### src/rtl/transmisor_serial_pkg.sv
// Shared constants for the serial transmitter: slot states, default idle byte, slot length.
// Build option TRANSMISOR_PARITY_EN appends an even-parity bit to every slot (9-bit slots).
package transmisor_pkg;

    typedef enum logic {
        ST_IDLE = 1'b0,
        ST_DATA = 1'b1
    } slotState_t;

    localparam logic [7:0] IDLE_BYTE_DEF = 8'hBC;

`ifdef TRANSMISOR_PARITY_EN
    localparam int SLOT_BITS = 9;
`else
    localparam int SLOT_BITS = 8;
`endif

    localparam int CNT_W = $clog2(SLOT_BITS);

    // Shifter image of one slot: the byte MSB first, then the parity bit if enabled.
    function automatic logic [SLOT_BITS-1:0] slotWord(input logic [7:0] b);
`ifdef TRANSMISOR_PARITY_EN
        return {b, ^b};
`else
        return b;
`endif
    endfunction

endpackage

### src/rtl/transmisor_serial_if.sv
// Byte-in / bit-out bundle of the serial transmitter.
interface transmisor_serial_if;
    logic [7:0] dataIn;
    logic       validIn;
    logic       readyOut;
    logic       dataOut;
    logic       activeOut;

    modport master (
        output dataIn, validIn,
        input  readyOut, dataOut, activeOut
    );

    modport slave (
        input  dataIn, validIn,
        output readyOut, dataOut, activeOut
    );
endinterface

### src/rtl/transmisor_serial_contador_slot.sv
// Wrapping bit counter 0..SLOT_BITS-1; boundary flags the last bit of each slot.
module contador_slot
    import transmisor_pkg::*;
(
    input  logic clkTx,
    input  logic rst,
    output logic boundary
);

    logic [CNT_W-1:0] bitCnt;

    assign boundary = (bitCnt == CNT_W'(SLOT_BITS - 1));

    always_ff @(posedge clkTx or posedge rst) begin
        if (rst) begin
            bitCnt <= '0;
        end else if (boundary) begin
            bitCnt <= '0;
        end else begin
            bitCnt <= bitCnt + CNT_W'(1);
        end
    end

endmodule

### src/rtl/transmisor_serial.sv
// Slot-based serial transmitter: one holding register feeding an MSB-first shifter.
// Define TRANSMISOR_PARITY_EN to append an even-parity bit to every slot.
module transmisor_serial
    import transmisor_pkg::*;
#(
    parameter logic [7:0] IDLE_BYTE = IDLE_BYTE_DEF
) (
    input  logic                clkTx,
    input  logic                rst,
    transmisor_serial_if.slave  bus
);

    slotState_t           stateReg, stateNext;
    logic [SLOT_BITS-1:0] shiftReg, shiftNext;
    logic [7:0]           holdReg, holdNext;
    logic                 holdFullReg, holdFullNext;
    logic                 dataOutReg;
    logic                 activeReg;
    logic                 boundary;
    logic                 accept;

    contador_slot uCounter (
        .clkTx    (clkTx),
        .rst      (rst),
        .boundary (boundary)
    );

    // Acceptance only depends on registered state, so readyOut has no input path.
    assign accept       = bus.validIn && !holdFullReg;
    assign bus.readyOut = !holdFullReg;
    assign bus.dataOut  = dataOutReg;
    assign bus.activeOut = activeReg;

    always_comb begin
        stateNext    = stateReg;
        shiftNext    = {shiftReg[SLOT_BITS-2:0], 1'b0};
        holdNext     = holdReg;
        holdFullNext = holdFullReg;

        if (accept) begin
            holdNext     = bus.dataIn;
            holdFullNext = 1'b1;
        end

        // A byte accepted on the boundary edge itself waits for the following slot.
        if (boundary) begin
            if (holdFullReg) begin
                stateNext    = ST_DATA;
                shiftNext    = slotWord(holdReg);
                holdFullNext = 1'b0;
            end else begin
                stateNext = ST_IDLE;
                shiftNext = slotWord(IDLE_BYTE);
            end
        end
    end

    always_ff @(posedge clkTx or posedge rst) begin
        if (rst) begin
            stateReg <= ST_IDLE;
        end else begin
            stateReg <= stateNext;
        end
    end

    // activeOut tracks the slot type one clock late, matching dataOut's lag behind the shifter.
    always_ff @(posedge clkTx or posedge rst) begin
        if (rst) begin
            shiftReg    <= slotWord(IDLE_BYTE);
            holdReg     <= '0;
            holdFullReg <= 1'b0;
            dataOutReg  <= 1'b0;
            activeReg   <= 1'b0;
        end else begin
            shiftReg    <= shiftNext;
            holdReg     <= holdNext;
            holdFullReg <= holdFullNext;
            dataOutReg  <= shiftReg[SLOT_BITS-1];
            activeReg   <= (stateReg == ST_DATA);
        end
    end

endmodule

### src/flat_wrapper.sv
// flat-port wrapper written by rule: the top's interface ports become plain ports
module transmisor_serial_flat import transmisor_pkg::*;
#(
    parameter logic [7:0] IDLE_BYTE = IDLE_BYTE_DEF
)
  (clkTx, rst, bus_dataIn, bus_validIn, bus_readyOut, bus_dataOut, bus_activeOut);
  transmisor_serial_if bus_i ();
  input  logic clkTx;
  input  logic rst;
  input wire logic [$bits(bus_i.dataIn)-1:0] bus_dataIn;
  input wire logic [$bits(bus_i.validIn)-1:0] bus_validIn;
  output wire logic [$bits(bus_i.readyOut)-1:0] bus_readyOut;
  output wire logic [$bits(bus_i.dataOut)-1:0] bus_dataOut;
  output wire logic [$bits(bus_i.activeOut)-1:0] bus_activeOut;
  assign bus_i.dataIn = bus_dataIn;
  assign bus_i.validIn = bus_validIn;
  assign bus_readyOut = bus_i.readyOut;
  assign bus_dataOut = bus_i.dataOut;
  assign bus_activeOut = bus_i.activeOut;
  transmisor_serial #(.IDLE_BYTE(IDLE_BYTE)) u_core (.clkTx(clkTx), .rst(rst), .bus(bus_i));
endmodule
### config.mk
export PLATFORM = sky130hd
export DESIGN_NAME = transmisor_serial_flat
export DESIGN_NICKNAME = d
export VERILOG_FILES = /design/src/rtl/transmisor_serial_pkg.sv /design/src/rtl/transmisor_serial_if.sv /design/src/rtl/transmisor_serial_contador_slot.sv /design/src/rtl/transmisor_serial.sv /design/src/flat_wrapper.sv
export SDC_FILE = /design/constraint.sdc
export NUM_CORES = 1
export LEC_CHECK = 0
export BUFFER_PORTS_ARGS = -buffer_cell sky130_fd_sc_hd__buf_2
export CAP_MARGIN = 25
export CORE_MARGIN = 1.5
export CORE_UTILIZATION = 47
export CTS_CLUSTER_DIAMETER = 60
export DETAILED_ROUTE_END_ITERATION = 8
export PLACE_DENSITY_LB_ADDON = 0.2
export SKIP_LAST_GASP = 1
export SLEW_MARGIN = 15
export SYNTH_ARGS = -nofsm -noshare
export SYNTH_HDL_FRONTEND = slang
export SYNTH_SLANG_ARGS = --single-unit
### constraint.sdc
create_clock -name clkTx -period 1.2 [get_ports clkTx]
set_input_delay 0.18 -clock clkTx [delete_from_list [all_inputs] [get_ports clkTx]]
set_output_delay 0.18 -clock clkTx [all_outputs]
set_load 0.05 [all_outputs]
### After elaboration in Yosys (flattened, before gate mapping)

Cells that the tools add are included.

* flip-flop bits (word level): 23
* input port bits: 11
* output and inout bits: 3
* logic and storage cells: 18

* add/subtract/negate cells: 1
* equal/unequal tests: 1
* multiplexer cells: 7
* reductions and logical operators: 2

Operators by type and width (count)
* 8-bit 2-to-1 mux: 2
* 1-bit 2-to-1 mux: 4
* 3-bit by 1-bit adder with 3-bit output, second input constant: 1
* 3-bit == test, second input constant: 1
* 3-bit 2-to-1 mux: 1
* 1-bit logical AND: 1
* 1-bit logical NOT: 1

### Longest topological paths before layout

Gate-level depths: netlist (run 1).

* depth after elaboration: 5
* depth in mapped cells: 5

### Hierarchy

Synthesis (run 1) repeated with hierarchy kept, for this count alone.

* cell total of the unflattened synthesis: 66
* area, all modules: 915.9 um^2

By module, submodules not included
* transmisor_serial: times used 1, cells each 59, area an instance 808.3 um^2, sequential area each 506.7 um^2
* contador_slot: times used 1, cells each 7, area an instance 107.6 um^2, sequential area each 75.1 um^2

### Worst setup path after synthesis (run 1)

No wires, ideal clock.

* path type: reg-to-reg
* from: register u_core.uCounter.bitCnt[0]
* to: register u_core.stateReg
* library setup time: 0.135 ns
* arrival time: 1.129 ns
* required time: 1.065 ns
* path slack: -0.064 ns
* cell stages (with the launch flop): 6
* period minus slack after synthesis: 1.264 ns
* cells stage by stage: dfrtp_1 -> ha_1 -> ha_1 -> buf_2 -> nand2_1 -> o21ai_0

* cells in the longest elaborated chain, start to end: 1

Ends and longest elaborated chain
* start, declared: line transmisor_serial_contador_slot.sv:10 `logic [CNT_W-1:0] bitCnt;`
* start signal, assigned: line transmisor_serial_contador_slot.sv:20 `bitCnt <= bitCnt + CNT_W'(1);`
* 3-bit == test: line transmisor_serial_contador_slot.sv:12 `assign boundary = (bitCnt == CNT_W'(SLOT_BITS - 1));`
* end signal, assigned: line transmisor_serial.sv:62 `stateReg <= stateNext;`
* end, declared: line transmisor_serial.sv:13 `slotState_t stateReg, stateNext;`

No other way between the ends.
A chain may end at the register's enable or synchronous reset.

### Worst setup path after layout (run 1)

* from: register u_core.holdFullReg
* to: output port bus_readyOut

* cells in the longest elaborated chain, start to end: 1

Ends and longest elaborated chain
* start, declared: line transmisor_serial.sv:16 `logic holdFullReg, holdFullNext;`
* start signal, assigned: line transmisor_serial.sv:77 `holdFullReg <= holdFullNext;`
* 1-bit logical NOT: line transmisor_serial.sv:30 `assign bus.readyOut = !holdFullReg;`
* end, declared: line flat_wrapper.sv:12 `output wire logic [$bits(bus_i.readyOut)-1:0] bus_readyOut;`

No other way between the ends.

==> out/results.ini, run 1 <==
[worst_setup_path]
critPathCaptureType = output port
worstPathRequired_ns = 1.02
cp.arrival_ns = 1.02
worst-path-max-fanout = 2
crit_path_start_kind = register
max_stage_delay_ns = 0.41
cp_cell_sequence = buf_6 -> inv_4 -> buf_8
path_class = register to output port
cpMaxStageDelayCell = dfrtp_1

[route]
drtIter0Drc = 5
via_per_inst = 4.63
ant_nets = 0
drt_wl_total_um = 1330
drc = 0
first_pass_iters = 4
vias = 481
wl_per_cell_um = 12.8

[timing]
worst_hold_slack_ns = 0.103
hold_viol = 0
relSlewSlack_pct = 81.6
slew_viol_final = 0
max_slew.worst_pin.slew_ns = 0.276
fin_skew_ns = 0.00141
setup_viol = 0
final.setup.worst_slack_ns = 0.00494
final.min_clock_period_ns = 1.20
clock.fmax_mhz = 837
fin_crit_sh_pct = 99.6
fin_setup_tns_ns = 0
rsz0062_at_grt = true

[floorplan]
die_height_um = 45.8
start_util_pct = 49.8
fp.dieW_um = 45.8
core-area_um2 = 1730
ios = 14
rows = 15
die-area_um2 = 2090

[clock_network]
htree_levels = 1
cts.path.max_buffers = 2
insertion_delay_ns = 0.30
cts_buffers = 3
cts_sinks = 23
cts_root_buf = clkbuf_4
clkTransAtPathRegs_ns = 0.11
cts_tree = done

[synth]
synthesis.area_um2 = 860
ys_ff_latch = 23
synth_commonest_cells = dfrtp_1, mux2_4, inv_1
ys_top_cells_by_area = dfrtp_1, dfstp_2, mux2_4
ys_async_sr_fraction_pct = 100
syn-mean-instance-area_um2 = 15.9
yosysMostFrequentCell = dfrtp_1
yosysWarningCount = 0
synth_edf_count = 0
syn_nets = 67
synth.yosys.seq_area_share_pct = 67.7
yosysTopAreaCell = dfrtp_1
yosys.area.top_type_share_pct = 52.4
yosysUniqueCellTypes = 15
syn_inst = 54
ys.flop_type = dfrtp_1

[power]
ir_worst_vdd_uv = 998
leakage_nw = 0.530
finalPower_mw = 1.82
p_per_area_nw_per_um2 = 1670

[status]
status = completed

[place]
preCtsSetupSlack_ns = -0.156
place_hpwl_um = 853
io_buffers = 13
place.gp.congestion = 0.677

[final_layout]
num_antenna_cells = 0
nets = 93
final_core_util_pct = 63.1
drive_gt1_share_pct = 53.2
syn2layout_area_growth_pct = 26.8

[global_routing]
grt_pass1_vias = 445
track_usage_pct = 15.9
antenna_found_initial = 0
gr-total-overflow = 0
grt_max_degree = 24
grt_pass1_wl_um = 2170

[worst_hold_path]
hold_class = input pin to register

[flow_run]
drv_cap = 0

[power by group]
group	internal, mW	switching [mW]	leakage (nW)	total, mW
clock network	0.129	0.207	0.0150	0.336
registers	0.994	0.0814	0.263	1.08
logic	0.226	0.182	0.252	0.407
total	1.35	0.470	0.530	1.82
[sequential cells by signal, indices dropped and copies added (netlist names)]
signal                  flops
u_core.bus.activeOut        1
u_core.bus.dataOut          1
u_core.uCounter.bitCnt      3
u_core.shiftReg             8
u_core.holdFullReg          1
u_core.holdReg              8
u_core.stateReg             1
[timing repair]
action | CTS | global route
gates resized for setup | 8 | 5
pin swaps | 0 | 5
setup buffers | 1 | 4
setup endpoints to repair | 12 | 17
endpoints found under the hold margin | 18 | 0
hold buffers | 1 | 0
[layer usage]
layer	wire, um	GRT usage (%)	up-vias
li1	-	-	236
met3	39	4.76	2
met2	626	20.0	10
met1	652	23.6	233
met5	0	0	-
met4	10	10.3	0
[cells by family after synthesis]
kind of cell / after synthesis / share of synthesized area, %
compound gates: 9 / 8.59
fa+ha+maj: 2 / 2.91
buf+inv: 8 / 4.51
flops: 23 / 67.7
mux: 8 / 14.0
simple gates: 4 / 2.33
[critical path, delay by kind of cell (launching register included)]
family | cells | cell delay [ns]
buffers and inverters | 3 | 0.30
DFF | 1 | 0.41
[area by class of cell]
class / instances / area, um^2
Fill cell: 141 / 637
Inverter: 6 / 25.0
Sequential cell: 23 / 582
Clock buffer: 4 / 26.3
Timing Repair Buffer: 23 / 164
Tap cell: 25 / 31.3
Multi-Input combinational cell: 23 / 262
[final timing paths]
| check | depth (start not counted) | to | slack [ns] | start |
|---|---|---|---|---|
| max in group asynchronous | 4 | u_core.shiftReg[5] | 0.49 | rst |
| min in group asynchronous | 4 | u_core.bus.activeOut | 0.44 | rst |
| max reg2reg | 4 | u_core.shiftReg[4] | 0.005 | u_core.uCounter.bitCnt[0] |
| min reg2reg | 0 | u_core.bus.activeOut | 0.39 | u_core.stateReg |
| max | 3 | bus_readyOut | 0.005 | u_core.holdFullReg |
| min | 2 | u_core.holdReg[1] | 0.10 | bus_dataIn[1] |
[per-stage QoR]
stage	cells	instance area, um^2
after floorplan	54	867
after global placement	94	977
after detailed placement	94	977
after CTS	100	1050
after global routing	104	1090
final	104	1090
[cells in the final DEF (no fill, tap or decap)]
cell            n
a21o_1          1
and3_1          1
buf_2          12
buf_4           6
buf_6           3
buf_8           1
clkbuf_1        1
clkbuf_4        3
dfrtp_1        18
dfstp_2         5
dlygate4sd3_1   1
ha_2            1
ha_4            1
inv_1           5
inv_4           1
mux2_4          8
nand2_4         1
nor2_1          1
nor2b_1         1
o21ai_0         1
o22a_1          5
o2bb2ai_1       2
No activity file was read; power rests on OpenSTA's default activity.
==> inputs of run 2 (changes only) <==
--- a/config.mk
+++ b/config.mk
@@ -5,10 +5,11 @@
 export SDC_FILE = /design/constraint.sdc
 export NUM_CORES = 1
 export LEC_CHECK = 0
+export ABC_AREA = 1
 export BUFFER_PORTS_ARGS = -buffer_cell sky130_fd_sc_hd__buf_2
 export CAP_MARGIN = 25
 export CORE_MARGIN = 1.5
-export CORE_UTILIZATION = 47
+export CORE_UTILIZATION = 48
 export CTS_CLUSTER_DIAMETER = 60
 export DETAILED_ROUTE_END_ITERATION = 8
 export PLACE_DENSITY_LB_ADDON = 0.2
==> out/results.ini, run 2 <==
[power]
switching_power_uw = 532  ; +13%
sw_frac_of_total_pct = 30.2  ; +4.4 points
finalPower_mw = 1.76  ; -3.2%
pwr-share-comb_pct = 20.6  ; -1.8 points
power_frac_seq_pct = 59.7  ; +0.6 points
ir_worst_vdd_uv = 983  ; -1.5%
leakage_nw = 0.574  ; +8.1%
p_per_area_nw_per_um2 = 1640  ; -1.9%
clock_power_share_pct = 19.8  ; +1.3 points
p_int_mw = 1.23  ; -8.9%

[synth]
yosysTopAreaCell = dfrtp_1
ys.flop_type = dfrtp_1
yosysWarningCount = 0  ; unchanged
syn-mean-instance-area_um2 = 9.79  ; -39%
synth_commonest_cells = nand2_1, dfrtp_1, inv_1, nand3_1, dfstp_2
synthesis.area_um2 = 930  ; +8.2%
ys_async_sr_fraction_pct = 100  ; unchanged
syn_nets = 108  ; +61%
yosys.area.top_type_share_pct = 48.5  ; -3.9 points
yosysUniqueCellTypes = 14  ; -1
syn_inst = 95  ; +76%
synth_edf_count = 0  ; unchanged
ys_ff_latch = 23  ; unchanged
ys_top_cells_by_area = dfrtp_1, nand2_1, dfstp_2
synth.yosys.seq_area_share_pct = 62.6  ; -5.1 points
yosysMostFrequentCell = nand2_1

[clock_network]
cts_root_buf = clkbuf_4
cts_buffers = 3  ; unchanged
insertion_delay_ns = 0.30  ; about the same
htree_levels = 1  ; unchanged
cts_tree = done
cts_sinks = 23  ; unchanged
clkTransAtPathRegs_ns = 0.12  ; about the same
cts.path.max_buffers = 2  ; unchanged

[floorplan]
die-area_um2 = 2210  ; +5.5%
core-area_um2 = 1760  ; +2.2%
start_util_pct = 52.7  ; +2.9 points
rows = 15  ; unchanged
die_height_um = 47.0  ; +2.7%
ios = 14  ; unchanged
fp.dieW_um = 47.0  ; +2.7%

[final_layout]
largestRegisters = u_core.holdReg x8, u_core.shiftReg x8, u_core.uCounter.bitCnt x3
layout_commonest_cell = nand2_1
num_antenna_cells = 0  ; unchanged
drive_gt1_share_pct = 30.1  ; -23 points
final_cell_mix = nand2_1, dfrtp_1, buf_2
final_core_util_pct = 61.0  ; -2.1 points
syn2layout_area_growth_pct = 15.7
stdcell_count = 138  ; +33%
nets = 127  ; +37%
finalInstanceArea_um2 = 1080  ; -1.3%
fill_cells = 172  ; +22%

[worst_setup_path]
rrSetupSlack_ns = 0.07  ; +0.07 ns
r2r-start = u_core.uCounter.bitCnt[0]
critPathCaptureType = output port
crit_path_start = u_core.holdFullReg
crit_path_start_kind = register
worstPathRequired_ns = 1.02  ; about the same
path_class = register to output port
worst-path-max-fanout = 2  ; unchanged
r2r_cells = 5  ; +1
cp.arrival_ns = 0.98  ; -0.04 ns

[place]
dp_cells = 132  ; +40%
io_buffers = 13  ; unchanged
place.gp.congestion = 0.714  ; +5.5%
post_dp_cell_area_um2 = 1010  ; +2.9%
preCtsSetupSlack_ns = 0.00799  ; +0.164 ns

[timing]
fin_skew_ns = 0.00139  ; -0.0000175 ns
clock.fmax_mhz = 865  ; +3.4%
max_slew.worst_pin.slew_ns = 0.281  ; +0.00495 ns
relSlewSlack_pct = 81.3  ; -0.33 points
final.min_clock_period_ns = 1.16  ; -0.0391 ns
hold_viol = 0  ; unchanged
slew_viol_final = 0  ; unchanged
final.setup.worst_slack_ns = 0.0440  ; +0.0391 ns
worst_hold_slack_ns = 0.0971  ; -0.00640 ns
fin_crit_sh_pct = 96.3  ; -3.3 points
setup_viol = 0  ; unchanged
fin_setup_tns_ns = 0  ; unchanged
rsz0062_at_grt = false

[global_routing]
antenna_found_initial = 0  ; unchanged
grt_max_degree = 24  ; unchanged
gr-total-overflow = 0  ; unchanged
grt_pass1_wl_um = 2460  ; +13%
grt_pass1_vias = 572  ; +29%
track_usage_pct = 16.0  ; +0.044 points

[worst_hold_path]
hold_start = bus_dataIn[3]
holdPathStages = 3  ; +1
hold_class = input pin to register

[route]
drc = 0  ; unchanged
via_per_inst = 4.51  ; -2.4%
drtIter0Drc = 16  ; +11
first_pass_iters = 4  ; unchanged
vias = 623  ; +30%
ant_nets = 0  ; unchanged
wl_per_cell_um = 10.7  ; -16%
drt_wl_total_um = 1470  ; +11%

[flow_run]
drv_cap = 0  ; unchanged

[status]
status = completed

## run 2: changes by cell type in the layout (fill, tap and decap cells not counted), sizes merged, moves of 2 or more
cell,before,now
buf,22,17
inv,6,9
mux2,8,0
nand2,1,44
nand3,0,10
o22a,5,0
o2bb2ai,2,0
## run 2: cells by family (layout without fill, tap and decap cells)
family          after synthesis  in the layout  synth area share, %
fa+ha+maj                     2              2                 2.69
simple gates                 56             56                 25.3
flops                        23             23                 62.6
buf+inv                      13             31                 8.48
compound gates                1              1                0.942
## run 2: layer usage
metal | up-vias | share of wire, % | GRT usage (%) | routed length, um
met5 | - | 0 | 0 | 0
met4 | 0 | 0.88 | 8.33 | 13
met3 | 2 | 4.1 | 2.31 | 60
met2 | 15 | 45 | 23.3 | 663
met1 | 283 | 50 | 23.1 | 736
li1 | 323 | - | - | -
## run 2: worst paths after layout
check | end
max in group asynchronous | u_core.shiftReg[5]
worst max register to register | u_core.shiftReg[1]
worst min register to register | u_core.bus.dataOut
worst max-delay path | bus_readyOut
min in group asynchronous | u_core.shiftReg[0]
worst min-delay path | u_core.holdReg[3]
## run 2: final cells by class
type	instances	area, um^2	share of cell area [%]
Clock buffer	3	22.5	2.09
Clock inverter	1	5.00	0.465
Inverter	9	36.3	3.37
Multi-Input combinational cell	59	284	26.4
Sequential cell	23	582	54.1
Tap cell	25	31.3	2.91
Timing Repair Buffer	18	115	10.7
## run 2: timing repair
action,in CTS,in global routing
hold buffers,1,0
resized for setup,3,4
endpoints found under the hold margin,18,0
pin swaps,0,0
setup endpoints to repair,3,9
setup buffers,1,0
## run 2: worst max-delay path: stages, from the launching register on
cell and delay (ns):
dfrtp_1 0.44, inv_4 0.08, buf_6 0.15
## run 2: power by group through the flow
stage | clock (mW) | sequential (mW) | combinational [mW]
2_1_floorplan | 0 | 1.10 | 0.231
3_3_place_gp | 0 | 1.05 | 0.340
3_5_place_dp | 0 | 1.06 | 0.345
4_1_cts | 0.362 | 1.05 | 0.364
5_1_grt | 0.384 | 1.07 | 0.415
6_report | 0.348 | 1.05 | 0.362
